**config.mk**
```make
export PLATFORM = sky130hd
export DESIGN_NAME = spi_slave_cu
export DESIGN_NICKNAME = d
export VERILOG_FILES = /design/src/rtl/spi_slave_cu_pkg.sv /design/src/rtl/spi_slave_cu_pin_sync.sv /design/src/rtl/spi_slave_cu.sv
export SDC_FILE = /design/constraint.sdc
export NUM_CORES = 1
export LEC_CHECK = 0
export ABC_CLOCK_PERIOD_IN_PS = 3230
export CAP_MARGIN = 30
export CORE_ASPECT_RATIO = 1.4
export CORE_MARGIN = 2
export CORE_UTILIZATION = 29
export CTS_CLUSTER_DIAMETER = 60
export CTS_CLUSTER_SIZE = 8
export DETAILED_ROUTE_END_ITERATION = 10
export HOLD_SLACK_MARGIN = 0.15
export SLEW_MARGIN = 40
export SYNTH_ARGS = -nofsm -noshare
export SYNTH_HDL_FRONTEND = slang
export SYNTH_HIERARCHICAL = 1
export SYNTH_SLANG_ARGS = --single-unit
```
**constraint.sdc**
```tcl
create_clock -name i_clk -period 3.23 [get_ports i_clk]
set_input_delay 0.323 -clock i_clk [delete_from_list [all_inputs] [get_ports i_clk]]
set_output_delay 0.323 -clock i_clk [all_outputs]
set_load 0.03 [all_outputs]
```
**src/rtl/spi_slave_cu_pkg.sv**
```systemverilog
// ---------------------------------------------------------------------------
// spi_slave_cu_pkg
// Shared definitions for the SPI responder: FSM state encoding, the latched
// SPI mode record and a helper that picks the sample edge for a mode.
// ---------------------------------------------------------------------------
package spi_slave_cu_pkg;

  // FSM state encoding, kept as plain constants for legacy tool flows
  localparam logic [2:0] ST_IDLE = 3'd0;
  localparam logic [2:0] ST_RX   = 3'd1;
  localparam logic [2:0] ST_LOAD = 3'd2;
  localparam logic [2:0] ST_TX   = 3'd3;
  localparam logic [2:0] ST_DONE = 3'd4;

  // Clock polarity / phase captured at the start of a frame
  typedef struct packed {
    logic cpol;
    logic cpha;
  } spi_mode_t;

  // Modes 0 and 3 sample on the rising SCK edge, modes 1 and 2 on the falling
  function automatic logic sampleOnRise(input spi_mode_t m);
    return ~(m.cpol ^ m.cpha);
  endfunction

endpackage

```
**src/rtl/spi_slave_cu_pin_sync.sv**
```systemverilog
// ---------------------------------------------------------------------------
// spi_slave_cu_pin_sync
// Multi-flop synchronizer for one asynchronous SPI pin, plus rise/fall
// detection on the synchronized level.
//   i_clk    system clock
//   i_rst_n  asynchronous active-low reset
//   i_pin    asynchronous pin
//   o_level  synchronized pin level
//   o_rise   one-cycle pulse on a synchronized 0->1 transition
//   o_fall   one-cycle pulse on a synchronized 1->0 transition
// ---------------------------------------------------------------------------
module spi_slave_cu_pin_sync #(
  parameter int SYNC = 2
) (
  input  logic i_clk,
  input  logic i_rst_n,
  input  logic i_pin,
  output logic o_level,
  output logic o_rise,
  output logic o_fall
);

  logic [SYNC-1:0] r_sync;
  logic            r_prev;

  // Everything resets low, so a select line already low at reset release
  // never looks like a fresh falling edge.
  always_ff @(posedge i_clk or negedge i_rst_n) begin
    if (!i_rst_n) begin
      r_sync <= '0;
      r_prev <= 1'b0;
    end else begin
      r_sync <= {r_sync[SYNC-2:0], i_pin};
      r_prev <= r_sync[SYNC-1];
    end
  end

  assign o_level = r_sync[SYNC-1];
  assign o_rise  = r_sync[SYNC-1] & ~r_prev;
  assign o_fall  = ~r_sync[SYNC-1] & r_prev;

endmodule

```
**src/rtl/spi_slave_cu.sv**
```systemverilog
// ---------------------------------------------------------------------------
// spi_slave_cu
// SPI responder: receives a DW-bit command on MOSI, then shifts a DW-bit
// response out on MISO. All SPI pins are oversampled on i_clk; SCK is never
// used as a clock. Supports all four CPOL/CPHA modes.
//   i_clk        system clock (>= 8x SCK)
//   i_rst_n      asynchronous active-low reset
//   i_cpol       SCK idle level, latched on select
//   i_cpha       0: sample leading edge, 1: sample trailing edge; latched on select
//   i_sck        serial clock from the master (asynchronous)
//   i_ss_n       slave select, active low (asynchronous)
//   i_mosi       serial data in, MSB first
//   o_miso       serial data out, MSB first; 0 outside the response phase
//   o_rx_data    last received command, held until the next o_rx_valid
//   o_rx_valid   one-cycle pulse: o_rx_data updated
//   i_tx_data    response word, captured the cycle after o_rx_valid
//   o_end_frame  one-cycle pulse: response fully shifted out
//   o_busy       high from select until the block is idle again
//   o_err        one-cycle pulse: select released mid-frame
// ---------------------------------------------------------------------------
module spi_slave_cu
  import spi_slave_cu_pkg::*;
#(
  parameter int DW   = 8,
  parameter int SYNC = 2
) (
  input  logic          i_clk,
  input  logic          i_rst_n,
  input  logic          i_cpol,
  input  logic          i_cpha,
  input  logic          i_sck,
  input  logic          i_ss_n,
  input  logic          i_mosi,
  output logic          o_miso,
  output logic [DW-1:0] o_rx_data,
  output logic          o_rx_valid,
  input  logic [DW-1:0] i_tx_data,
  output logic          o_end_frame,
  output logic          o_busy,
  output logic          o_err
);

  localparam int CW = $clog2(DW) + 1;
  localparam logic [CW-1:0] CNT_ONE  = CW'(1);
  localparam logic [CW-1:0] CNT_LAST = CW'(DW - 1);

  logic w_sck_level, w_sck_rise, w_sck_fall;
  logic w_ss_level, w_ss_rise, w_ss_fall;
  logic w_mosi, w_mosi_rise, w_mosi_fall;
  logic w_unused;
  logic w_sample, w_launch, w_last_bit;

  logic [2:0]    r_state;
  spi_mode_t     r_mode;
  logic [CW-1:0] r_bitcnt;
  logic [DW-1:0] r_rxsh;
  logic [DW-1:0] r_txsh;
  logic          r_txfirst;
  logic [DW-1:0] r_rx_data;
  logic          r_rx_valid;
  logic          r_end_frame;
  logic          r_err;

  spi_slave_cu_pin_sync #(.SYNC(SYNC)) u_sync_sck (
    .i_clk   (i_clk),
    .i_rst_n (i_rst_n),
    .i_pin   (i_sck),
    .o_level (w_sck_level),
    .o_rise  (w_sck_rise),
    .o_fall  (w_sck_fall)
  );

  spi_slave_cu_pin_sync #(.SYNC(SYNC)) u_sync_ss (
    .i_clk   (i_clk),
    .i_rst_n (i_rst_n),
    .i_pin   (i_ss_n),
    .o_level (w_ss_level),
    .o_rise  (w_ss_rise),
    .o_fall  (w_ss_fall)
  );

  // MOSI passes the same number of stages as SCK, so the synchronized data
  // bit lines up with the synchronized sample edge.
  spi_slave_cu_pin_sync #(.SYNC(SYNC)) u_sync_mosi (
    .i_clk   (i_clk),
    .i_rst_n (i_rst_n),
    .i_pin   (i_mosi),
    .o_level (w_mosi),
    .o_rise  (w_mosi_rise),
    .o_fall  (w_mosi_fall)
  );

  assign w_unused = w_sck_level ^ w_ss_rise ^ w_mosi_rise ^ w_mosi_fall;

  assign w_sample   = sampleOnRise(r_mode) ? w_sck_rise : w_sck_fall;
  assign w_launch   = sampleOnRise(r_mode) ? w_sck_fall : w_sck_rise;
  assign w_last_bit = (r_bitcnt == CNT_LAST);

  // Frame FSM. The synchronized select level is checked first in every
  // active state, so a deselect always beats a coincident SCK edge.
  always_ff @(posedge i_clk or negedge i_rst_n) begin
    if (!i_rst_n) begin
      r_state     <= ST_IDLE;
      r_mode      <= '0;
      r_bitcnt    <= '0;
      r_rxsh      <= '0;
      r_txsh      <= '0;
      r_txfirst   <= 1'b0;
      r_rx_data   <= '0;
      r_rx_valid  <= 1'b0;
      r_end_frame <= 1'b0;
      r_err       <= 1'b0;
    end else begin
      r_rx_valid  <= 1'b0;
      r_end_frame <= 1'b0;
      r_err       <= 1'b0;
      case (r_state)
        ST_IDLE: begin
          if (w_ss_fall) begin
            r_mode   <= '{cpol: i_cpol, cpha: i_cpha};
            r_bitcnt <= '0;
            r_state  <= ST_RX;
          end
        end
        ST_RX: begin
          if (w_ss_level) begin
            // Select then deselect without any bit clocked is not an error
            r_state <= ST_IDLE;
            r_err   <= (r_bitcnt != '0);
          end else if (w_sample) begin
            r_rxsh   <= {r_rxsh[DW-2:0], w_mosi};
            r_bitcnt <= r_bitcnt + CNT_ONE;
            if (w_last_bit) begin
              r_rx_data  <= {r_rxsh[DW-2:0], w_mosi};
              r_rx_valid <= 1'b1;
              r_state    <= ST_LOAD;
            end
          end
        end
        ST_LOAD: begin
          if (w_ss_level) begin
            r_state <= ST_IDLE;
            r_err   <= 1'b1;
          end else begin
            r_txsh    <= i_tx_data;
            r_bitcnt  <= '0;
            r_txfirst <= r_mode.cpha;
            r_state   <= ST_TX;
          end
        end
        ST_TX: begin
          if (w_ss_level) begin
            r_state <= ST_IDLE;
            r_err   <= 1'b1;
          end else if (w_launch) begin
            // CPHA=1: the first launch edge announces the MSB already on MISO.
            // CPHA=0: the trailing edge of the last command bit can land here
            // before any response bit was sampled; shifting then would lose
            // the MSB, so launches are only honoured after a sample.
            if (r_mode.cpha) begin
              if (r_txfirst) begin
                r_txfirst <= 1'b0;
              end else begin
                r_txsh <= {r_txsh[DW-2:0], 1'b0};
              end
            end else if (r_bitcnt != '0) begin
              r_txsh <= {r_txsh[DW-2:0], 1'b0};
            end
          end else if (w_sample) begin
            r_bitcnt <= r_bitcnt + CNT_ONE;
            if (w_last_bit) begin
              r_end_frame <= 1'b1;
              r_state     <= ST_DONE;
            end
          end
        end
        ST_DONE: begin
          if (w_ss_level) begin
            r_state <= ST_IDLE;
          end
        end
        default: r_state <= ST_IDLE;
      endcase
    end
  end

  assign o_miso      = (r_state == ST_TX) & r_txsh[DW-1];
  assign o_rx_data   = r_rx_data;
  assign o_rx_valid  = r_rx_valid;
  assign o_end_frame = r_end_frame;
  assign o_busy      = (r_state != ST_IDLE);
  assign o_err       = r_err;

endmodule

```
Yosys cells after proc, flatten, opt, wreduce, memory -nomap -nowiden
Cells that the tools add are included.
{"block": "word_totals", "regBits": 44, "latch_bits": 0, "ramBits": 0, "mem_bits_ro": 0, "out_inout_bits": 13, "word_cells": 100, "mem_count": 0}
{"block": "op_classes", "add_sub_neg": 1, "n_mul": 0, "n_div": 0, "n_lt_le_gt_ge": 0, "eq_ne": 20, "shifts": 0, "muxes": 42, "bitwise_logic": 8, "reduce_logical": 13}
{"cell": "$mux W8", "n": 6}
{"cell": "$mux W3", "n": 9}
{"cell": "$mux W4", "n": 6}
{"cell": "$pmux W4 S4", "n": 1}
{"cell": "$pmux W8 S2", "n": 1}
{"cell": "$mux W1", "n": 15}
{"cell": "$ne A3 B2 Y1 const B", "n": 5}
{"cell": "$pmux W3 S5", "n": 1}
{"cell": "$ne A2 B2 Y1 const B", "n": 6}
{"cell": "$reduce_and A6 Y1", "n": 2}
{"cell": "$reduce_bool A4 Y1", "n": 2}
{"cell": "$reduce_and A7 Y1", "n": 1}
{"cell": "$eq A3 B2 Y1 const B", "n": 2}
{"cell": "$ne A3 B3 Y1 const B", "n": 2}
{"cell": "$reduce_and A5 Y1", "n": 1}
{"cell": "$add A4 B1 Y4 const B", "n": 1}
{"cell": "$and A1 B1 Y1", "n": 4}
{"cell": "$eq A4 B3 Y1 const B", "n": 1}
{"cell": "$ne A2 B1 Y1 const B", "n": 2}
{"cell": "$pmux W1 S2", "n": 2}
{"cell": "$reduce_and A4 Y1", "n": 1}
{"cell": "$eq A3 B1 Y1 const B", "n": 1}
{"cell": "$eq A3 B3 Y1 const B", "n": 1}
{"cell": "$logic_not A3 Y1", "n": 1}
{"cell": "other kinds (8)", "n": 10}

Longest topological paths before layout
Gate-level depths: netlist of run 1.
{"block": "logic_depth", "ltp_word": 7, "depth_mapped": 6}

By module
Netlist of run 1, hierarchy kept.
{"module": "spi_slave_cu", "n_inst": 1, "cells_each": 140, "area_per_inst_um2": 1730.4}
{"module": "spi_slave_cu_pin_sync", "n_inst": 3, "cells_each": 5, "area_per_inst_um2": 90.1}

Worst setup path before layout of run 1
Ideal clock, no wire load.
{"block": "synth_path", "kind": "flip-flop to flip-flop", "start": "register r_mode[1] in the netlist's numbering", "end": "register r_rx_data[0], in the netlist o_rx_data[0]", "setup_time_ps": 125, "t_arrival_ps": 1739, "t_required_ps": 3105, "slack_ps": 1367, "path_stages_with_launch": 5, "period_less_slack_ps": 1863, "cell_sequence": "dfrtp_1 xnor2_2 mux2i_1 nor4_4 mux2_2"}
{"block": "synth_between", "elab_chain_cells": 3}
{"element": "start, declared", "line_no": "spi_slave_cu.sv:54", "rtl": "spi_mode_t r_mode;"}
{"element": "start signal, assigned", "line_no": "spi_slave_cu.sv:120", "rtl": "r_mode <= '{cpol: i_cpol, cpha: i_cpha};"}
{"element": "$xor A1 B1 Y1", "line_no": "spi_slave_cu_pkg.sv:23", "rtl": "return ~(m.cpol ^ m.cpha);"}
{"element": "$mux W1", "line_no": "spi_slave_cu.sv:95", "rtl": "assign w_sample = sampleOnRise(r_mode) ? w_sck_rise : w_sck_fall;"}
{"element": "$reduce_and A4 Y1 (no source line)"}
{"element": "end signal, assigned", "line_no": "spi_slave_cu.sv:134", "rtl": "r_rx_data <= {r_rxsh[DW-2:0], w_mosi};"}
{"element": "end, declared", "line_no": "spi_slave_cu.sv:59", "rtl": "logic [DW-1:0] r_rx_data;"}
Every way passes these cells.
A chain may end at the register's enable or synchronous reset.

Final worst setup path of run 1
{"block": "layout_path", "start": "register r_state[1]", "end": "output port o_miso"}
{"block": "layout_between", "elab_chain_cells": 2}
{"element": "start, declared", "line_no": "spi_slave_cu.sv:53", "rtl": "logic [2:0] r_state;"}
{"element": "start signal, assigned", "line_no": "spi_slave_cu.sv:103", "rtl": "r_state <= ST_IDLE;"}
{"element": "start signal, assigned", "line_no": "spi_slave_cu.sv:122", "rtl": "r_state <= ST_RX;"}
{"element": "start signal, assigned", "line_no": "spi_slave_cu.sv:128", "rtl": "r_state <= ST_IDLE;"}
{"element": "$eq A3 B2 Y1", "line_no": "spi_slave_cu.sv:187", "rtl": "assign o_miso = (r_state == ST_TX) & r_txsh[DW-1];"}
{"element": "$and A1 B1 Y1", "line_no": "spi_slave_cu.sv:187"}
{"element": "end, declared", "line_no": "spi_slave_cu.sv:34", "rtl": "output logic o_miso,"}
Every way passes these cells.

==> impl_metrics.csv, run 1 <==
group,metric,value,unit
finish,fillers,655,
power,p_per_area,625,nW/um2
placed_design,place_ws,1.02,ns
floorplan,core_area,6570,um2
grt,grt_max_degree,45,
power,clkPwrFrac,28.2,%
setup_path,worstSetupPathType,"reg2out",
finish,postLayoutCellArea,2430,um2
floorplan,rows,35,
floorplan,die_h,101,um
power,power_switching,471,uW
clock_tree,cts_resized,0,
sta,setup_tns,0,ns
power,switching_share,30.9,%
setup_path,required,2.91,ns
synth,syn-instance-count,151,
floorplan,die_x,73.4,um
finish,seq_area,1100,um2
placed_design,dp.cells,250,
power,vdd_drop_max,0.340,mV
power,power.internal,1.05,mW
finish,multiInputGateArea,818,um2
routing,routed-via-count,1231,
grt,grt_pass1_vias,1245,
power,seqPwrFrac,46.3,%
grt,grt_pass1_wl,5930,um
sta,relSlewSlack,53.5,%
routing,route.detailed.drc,0,
synth,synth_fp_nets,168,
sta,finalSetupViolations,0,
sta,drv_slew,0,
flow_run,maxCapViolations,0,
routing,drt_iter0_markers,10,
synth,postSynthAreaPerCell,12.9,um2
clock_tree,cts_tree,"yes",
sta,clock_skew,0.00959,ns
sta,holdWs,0.348,ns
clock_tree,cts_sinks,44,
placed_design,portBuffers,27,
synth,synth_area,1950,um2
clock_tree,clk_pin_slew,0.09,ns
floorplan,initial_core_util,29.8,%
setup_path,critPathMaxFanout,13,
placed_design,postPlaceCellArea,2310,um2
finish,syn_to_final_growth,24.6,%
sta,grt_setup_unrepaired,"no",
placed_design,routabilityCongestion,0.863,
worst_hold_path,hold_path_class,"reg2reg",
sta,setup_ws,0.660,ns
sta,hold_viol_final,0,
sta,max_freq,0.389,GHz
routing,ant_nets,0,
grt,antenna_found_initial,0,
synth,yosysWarnings,6,
grt,overflow,0,
sta,worst_pin_slew,0.697,ns
outcome,status,"completed",
routing,firstDrtPassIters,4,
clock_tree,cts_max_level,2,
clock_tree,clk_latency,0.30,ns
floorplan,ios,28,
clock_tree,cts_inserted_buffers,5,
routing,vias_per_cell,4.75,
floorplan,die_area,7420,um2
finish,final-instance-count-excl-fill,259,
routing,routed_wl,3510,um
sta,fin_crit_sh,79.6,%
clock_tree,root_buffer,"clkbuf_8",
finish,n_antenna_cell,0,
routing,avgRoutedWirePerCell,13.6,um
clock_tree,cts_buffer_depth,2,
finish,fin_util,37.1,%
placed_design,dp_hpwl,2500,um
setup_path,end_kind,"output port",
setup_path,start_kind,"flip-flop",
grt,grt_usage,10.4,%
power,power.share.combinational,25.6,%
power,p_leak,1.08,nW
setup_path,cp.arrival,2.25,ns
finish,fin_nets,201,
sta,finalCriticalPeriod,2.57,ns
finish,layout-drive-gt1-share,28.6,%
power,total_power,1.52,mW
==> critical path, stage by stage, from the launching register on <==
cell             delay [ns]
dfrtp_1                0.64
nand2_1                0.17
nor2_1                 0.29
and2_1                 0.18
clkdlybuf4s50_1        0.66
==> path summary, 6_finish.rpt <==
path                                  startpoint               endpoint  slack [ns]  cells past startpoint
max                                   r_state[1]                 o_miso        0.66                      4
min                        u_sync_mosi/r_sync[0]  u_sync_mosi/r_sync[1]        0.35                      0
max reg2reg                            r_mode[0]              r_txsh[3]        1.03                      4
min reg2reg                u_sync_mosi/r_sync[0]  u_sync_mosi/r_sync[1]        0.35                      0
max in group asynchronous                i_rst_n              r_txsh[6]        2.29                      2
min in group asynchronous                i_rst_n           o_rx_data[0]        0.55                      2
==> flip-flops by register name (all words and copies together) (netlist names), 2 cells and up <==
signal              count
r_mode                  2
o_rx_data               8
u_sync_mosi/r_sync      2
r_txsh                  8
u_sync_ss/r_sync        2
r_state                 3
r_rxsh                  7
u_sync_sck/r_sync       2
r_bitcnt                4
==> timing repair <==
item	CTS	global route
setup buffers	0	0
endpoints found under the hold margin	44	0
hold buffers	1	0
==> final cells by class <==
cell class	instances	share of cell area, %
Clock inverter	3	1.90
Multi-Input combinational cell	98	33.6
Clock buffer	5	2.83
Inverter	6	0.925
Timing Repair Buffer	29	11.7
Tap cell	74	3.80
Sequential cell	44	45.2
==> routing by layer <==
metal / GRT usage (%) / vias up / part of all wire (%)
met5: 0 / - / 0
met4: 6.29 / 0 / 2.6
met3: 1.79 / 5 / 1.8
met2: 16.1 / 16 / 50
met1: 13.5 / 608 / 46
li1: - / 602 / -
==> cells in the final DEF (no fill, tap or decap), drive strengths merged, types with 2 or more instances in the layout <==
cell	count
buf	2
mux2i	4
o21ai	3
a21oi	5
clkdlybuf4s50	26
a31oi	3
nor2b	2
dfrtp	44
nor2	7
nand2b	2
and2b	2
nor4	3
mux2	34
nand3	2
or2	2
ha	2
clkbuf	5
nor3	2
and3	2
nand2	8
inv	7
==> power groups by stage <==
| stage | Combinational, mW | Clock [mW] | Sequential (mW) |
|---|---|---|---|
| global route | 0.425 | 0.466 | 0.717 |
| detailed placement | 0.392 | 0 | 0.718 |
| floorplan | 0.302 | 0 | 0.690 |
| global placement | 0.393 | 0 | 0.714 |
| finish | 0.389 | 0.429 | 0.705 |
| CTS | 0.395 | 0.448 | 0.705 |
Power figures use the tool's default switching activity.
==> run 2: changes to the inputs <==
--- a/config.mk
+++ b/config.mk
@@ -5,7 +5,7 @@
 export SDC_FILE = /design/constraint.sdc
 export NUM_CORES = 1
 export LEC_CHECK = 0
-export ABC_CLOCK_PERIOD_IN_PS = 3230
+export ABC_CLOCK_PERIOD_IN_PS = 2200
 export CAP_MARGIN = 30
 export CORE_ASPECT_RATIO = 1.4
 export CORE_MARGIN = 2
==> constraint.sdc (replaced) <==
create_clock -name i_clk -period 2.2 [get_ports i_clk]
set_input_delay 0.22 -clock i_clk [delete_from_list [all_inputs] [get_ports i_clk]]
set_output_delay 0.22 -clock i_clk [all_outputs]
set_load 0.03 [all_outputs]
==> run 2 against run 1 <==
Global-route usage up 0.82 points. Critical path depth up 3. Register-to-register slack worse by 0.88 ns. Utilization is 0.78 points higher. Highest routed layer unchanged.
==> impl_metrics.csv, run 2 (synthesis gave the netlist of run 1 again) <==
group,metric,value,unit
outcome,status,"completed",
sta,setup_tns,0,ns
finish,layout-drive-gt1-share,32.1,%
power,switching_share,30.4,%
finish,syn_to_final_growth,27.2,%
sta,relSlewSlack,62.1,%
setup_path,slowest_delay,0.47,ns
finish,fillers,653,
finish,n_antenna_cell,0,
clock_tree,cts_tree,"yes",
power,p_leak,1.12,nW
setup_path,worstSetupPathType,"reg2reg",
floorplan,rows,35,
sta,fin_crit_sh,93.3,%
sta,setup_ws,0.149,ns
setup_path,end_kind,"flip-flop",
finish,fin_util,37.8,%
sta,finalCriticalPeriod,2.05,ns
grt,antenna_found_initial,0,
placed_design,postPlaceCellArea,2360,um2
worst_hold_path,hold_path_class,"reg2reg",
power,power.internal,1.59,mW
clock_tree,postCtsSetupBuffers,0,
sta,clock_skew,0.00765,ns
floorplan,ios,28,
grt,grt_usage,11.2,%
clock_tree,cts_resized,0,
setup_path,crit_family,"simple AND/OR/NAND/NOR gates",
worst_hold_path,hold_path_depth,0,
floorplan,die_h,101,um
sta,worst_pin_slew,0.566,ns
setup_path,required,2.38,ns
clock_tree,cts_max_level,2,
floorplan,initial_core_util,29.8,%
power,vdd_drop_max,0.333,mV
routing,routed_wl,3590,um
setup_path,cpMaxStageDelayCell,"or3b_2",
routing,drt_iter0_markers,20,
power,total_power,2.28,mW
clock_tree,clk_pin_slew,0.08,ns
placed_design,dp_hpwl,2630,um
floorplan,die_area,7420,um2
sta,max_freq,0.487,GHz
placed_design,routabilityCongestion,0.791,
routing,firstDrtPassIters,4,
power,p_per_area,916,nW/um2
setup_path,reg2regPathDepth,7,
power,clkPwrFrac,26.7,%
setup_path,cp.arrival,2.23,ns
setup_path,path_cells,"inv_1 > ha_1 > or3b_2 > nor4_1 > a211oi_2 > buf_4 > mux2_2",
sta,hold_viol_final,0,
placed_design,portBuffers,27,
placed_design,place_ws,0.158,ns
routing,ant_nets,0,
routing,route.detailed.drc,0,
power,power.share.combinational,28.8,%
floorplan,die_x,73.4,um
sta,drv_slew,0,
sta,finalSetupViolations,0,
grt,overflow,0,
setup_path,start_kind,"flip-flop",
clock_tree,root_buffer,"clkbuf_8",
routing,avgRoutedWirePerCell,13.4,um
clock_tree,clk_latency,0.29,ns
flow_run,maxCapViolations,0,
finish,final_cell_mix,"44 x dfrtp_1, 34 x mux2_2, 25 x clkdlybuf4s50_1",
power,seqPwrFrac,44.5,%
setup_path,critPathBufInv,2,
grt,grt_pass1_vias,1384,
clock_tree,cts_buffer_depth,2,
finish,fin_nets,209,
power,power_switching,692,uW
clock_tree,cts_sinks,44,
routing,routed-via-count,1286,
setup_path,critPathMaxFanout,8,
grt,grt_max_degree,45,
grt,grt_pass1_wl,6430,um
routing,vias_per_cell,4.82,
sta,grt_setup_unrepaired,"no",
finish,postLayoutCellArea,2490,um2
finish,final_common_cell,"dfrtp_1",
setup_path,cp.depth,7,
floorplan,core_area,6570,um2
clock_tree,cts_inserted_buffers,5,
run 2: layer usage:
| layer | up-vias | wire (um) | global-route usage [%] |
|---|---|---|---|
| met3 | 6 | 97 | 2.09 |
| met5 | - | 0 | 0 |
| met1 | 637 | 1470 | 13.7 |
| met4 | 0 | 80 | 4.62 |
| met2 | 22 | 1940 | 19.3 |
| li1 | 621 | - | - |
run 2: what timing repair did:
action                                  in CTS  in global routing
endpoints found under the setup margin       0                  0
hold buffers                                 1                  0
endpoints found under the hold margin       44                  0
run 2: power by group through the flow:
stage          Sequential (mW)  Combinational [mW]  Clock (mW)
2_1_floorplan             1.01               0.444           0
3_3_place_gp              1.03               0.650           0
3_5_place_dp              1.03               0.659           0
4_1_cts                   1.02               0.663       0.633
5_1_grt                   1.04               0.725       0.667
6_report                  1.01               0.655       0.609
run 2: worst paths after layout:
path	slack [ns]	startpoint	to
worst max-delay path	0.15	r_bitcnt[0]	r_txsh[7]
worst min register to register	0.35	u_sync_ss/r_sync[0]	u_sync_ss/r_sync[1]
min in group asynchronous	0.55	i_rst_n	u_sync_mosi/r_sync[0]
worst min-delay path	0.35	u_sync_ss/r_sync[0]	u_sync_ss/r_sync[1]
worst max register to register	0.15	r_bitcnt[0]	r_txsh[7]
max in group asynchronous	1.27	i_rst_n	r_state[2]
run 2: stage by stage:
stage | instances | hold WS (ns)
3_3_place_gp | 258 | 0.333
5_1_grt | 267 | 0.344
6_report | 267 | 0.353
2_1_floorplan | 151 | -0.0756
4_1_cts | 267 | 0.352
3_5_place_dp | 258 | 0.335
run 2: final cells by class:
class | count | area [um2] | share of cell area [%]
clock buffer | 5 | 68.8 | 2.77
multi-input combinational | 98 | 818 | 32.9
clock inverter | 3 | 42.5 | 1.71
tap | 74 | 92.6 | 3.72
timing repair buffer | 37 | 340 | 13.7
inverter | 6 | 22.5 | 0.906
sequential | 44 | 1100 | 44.3
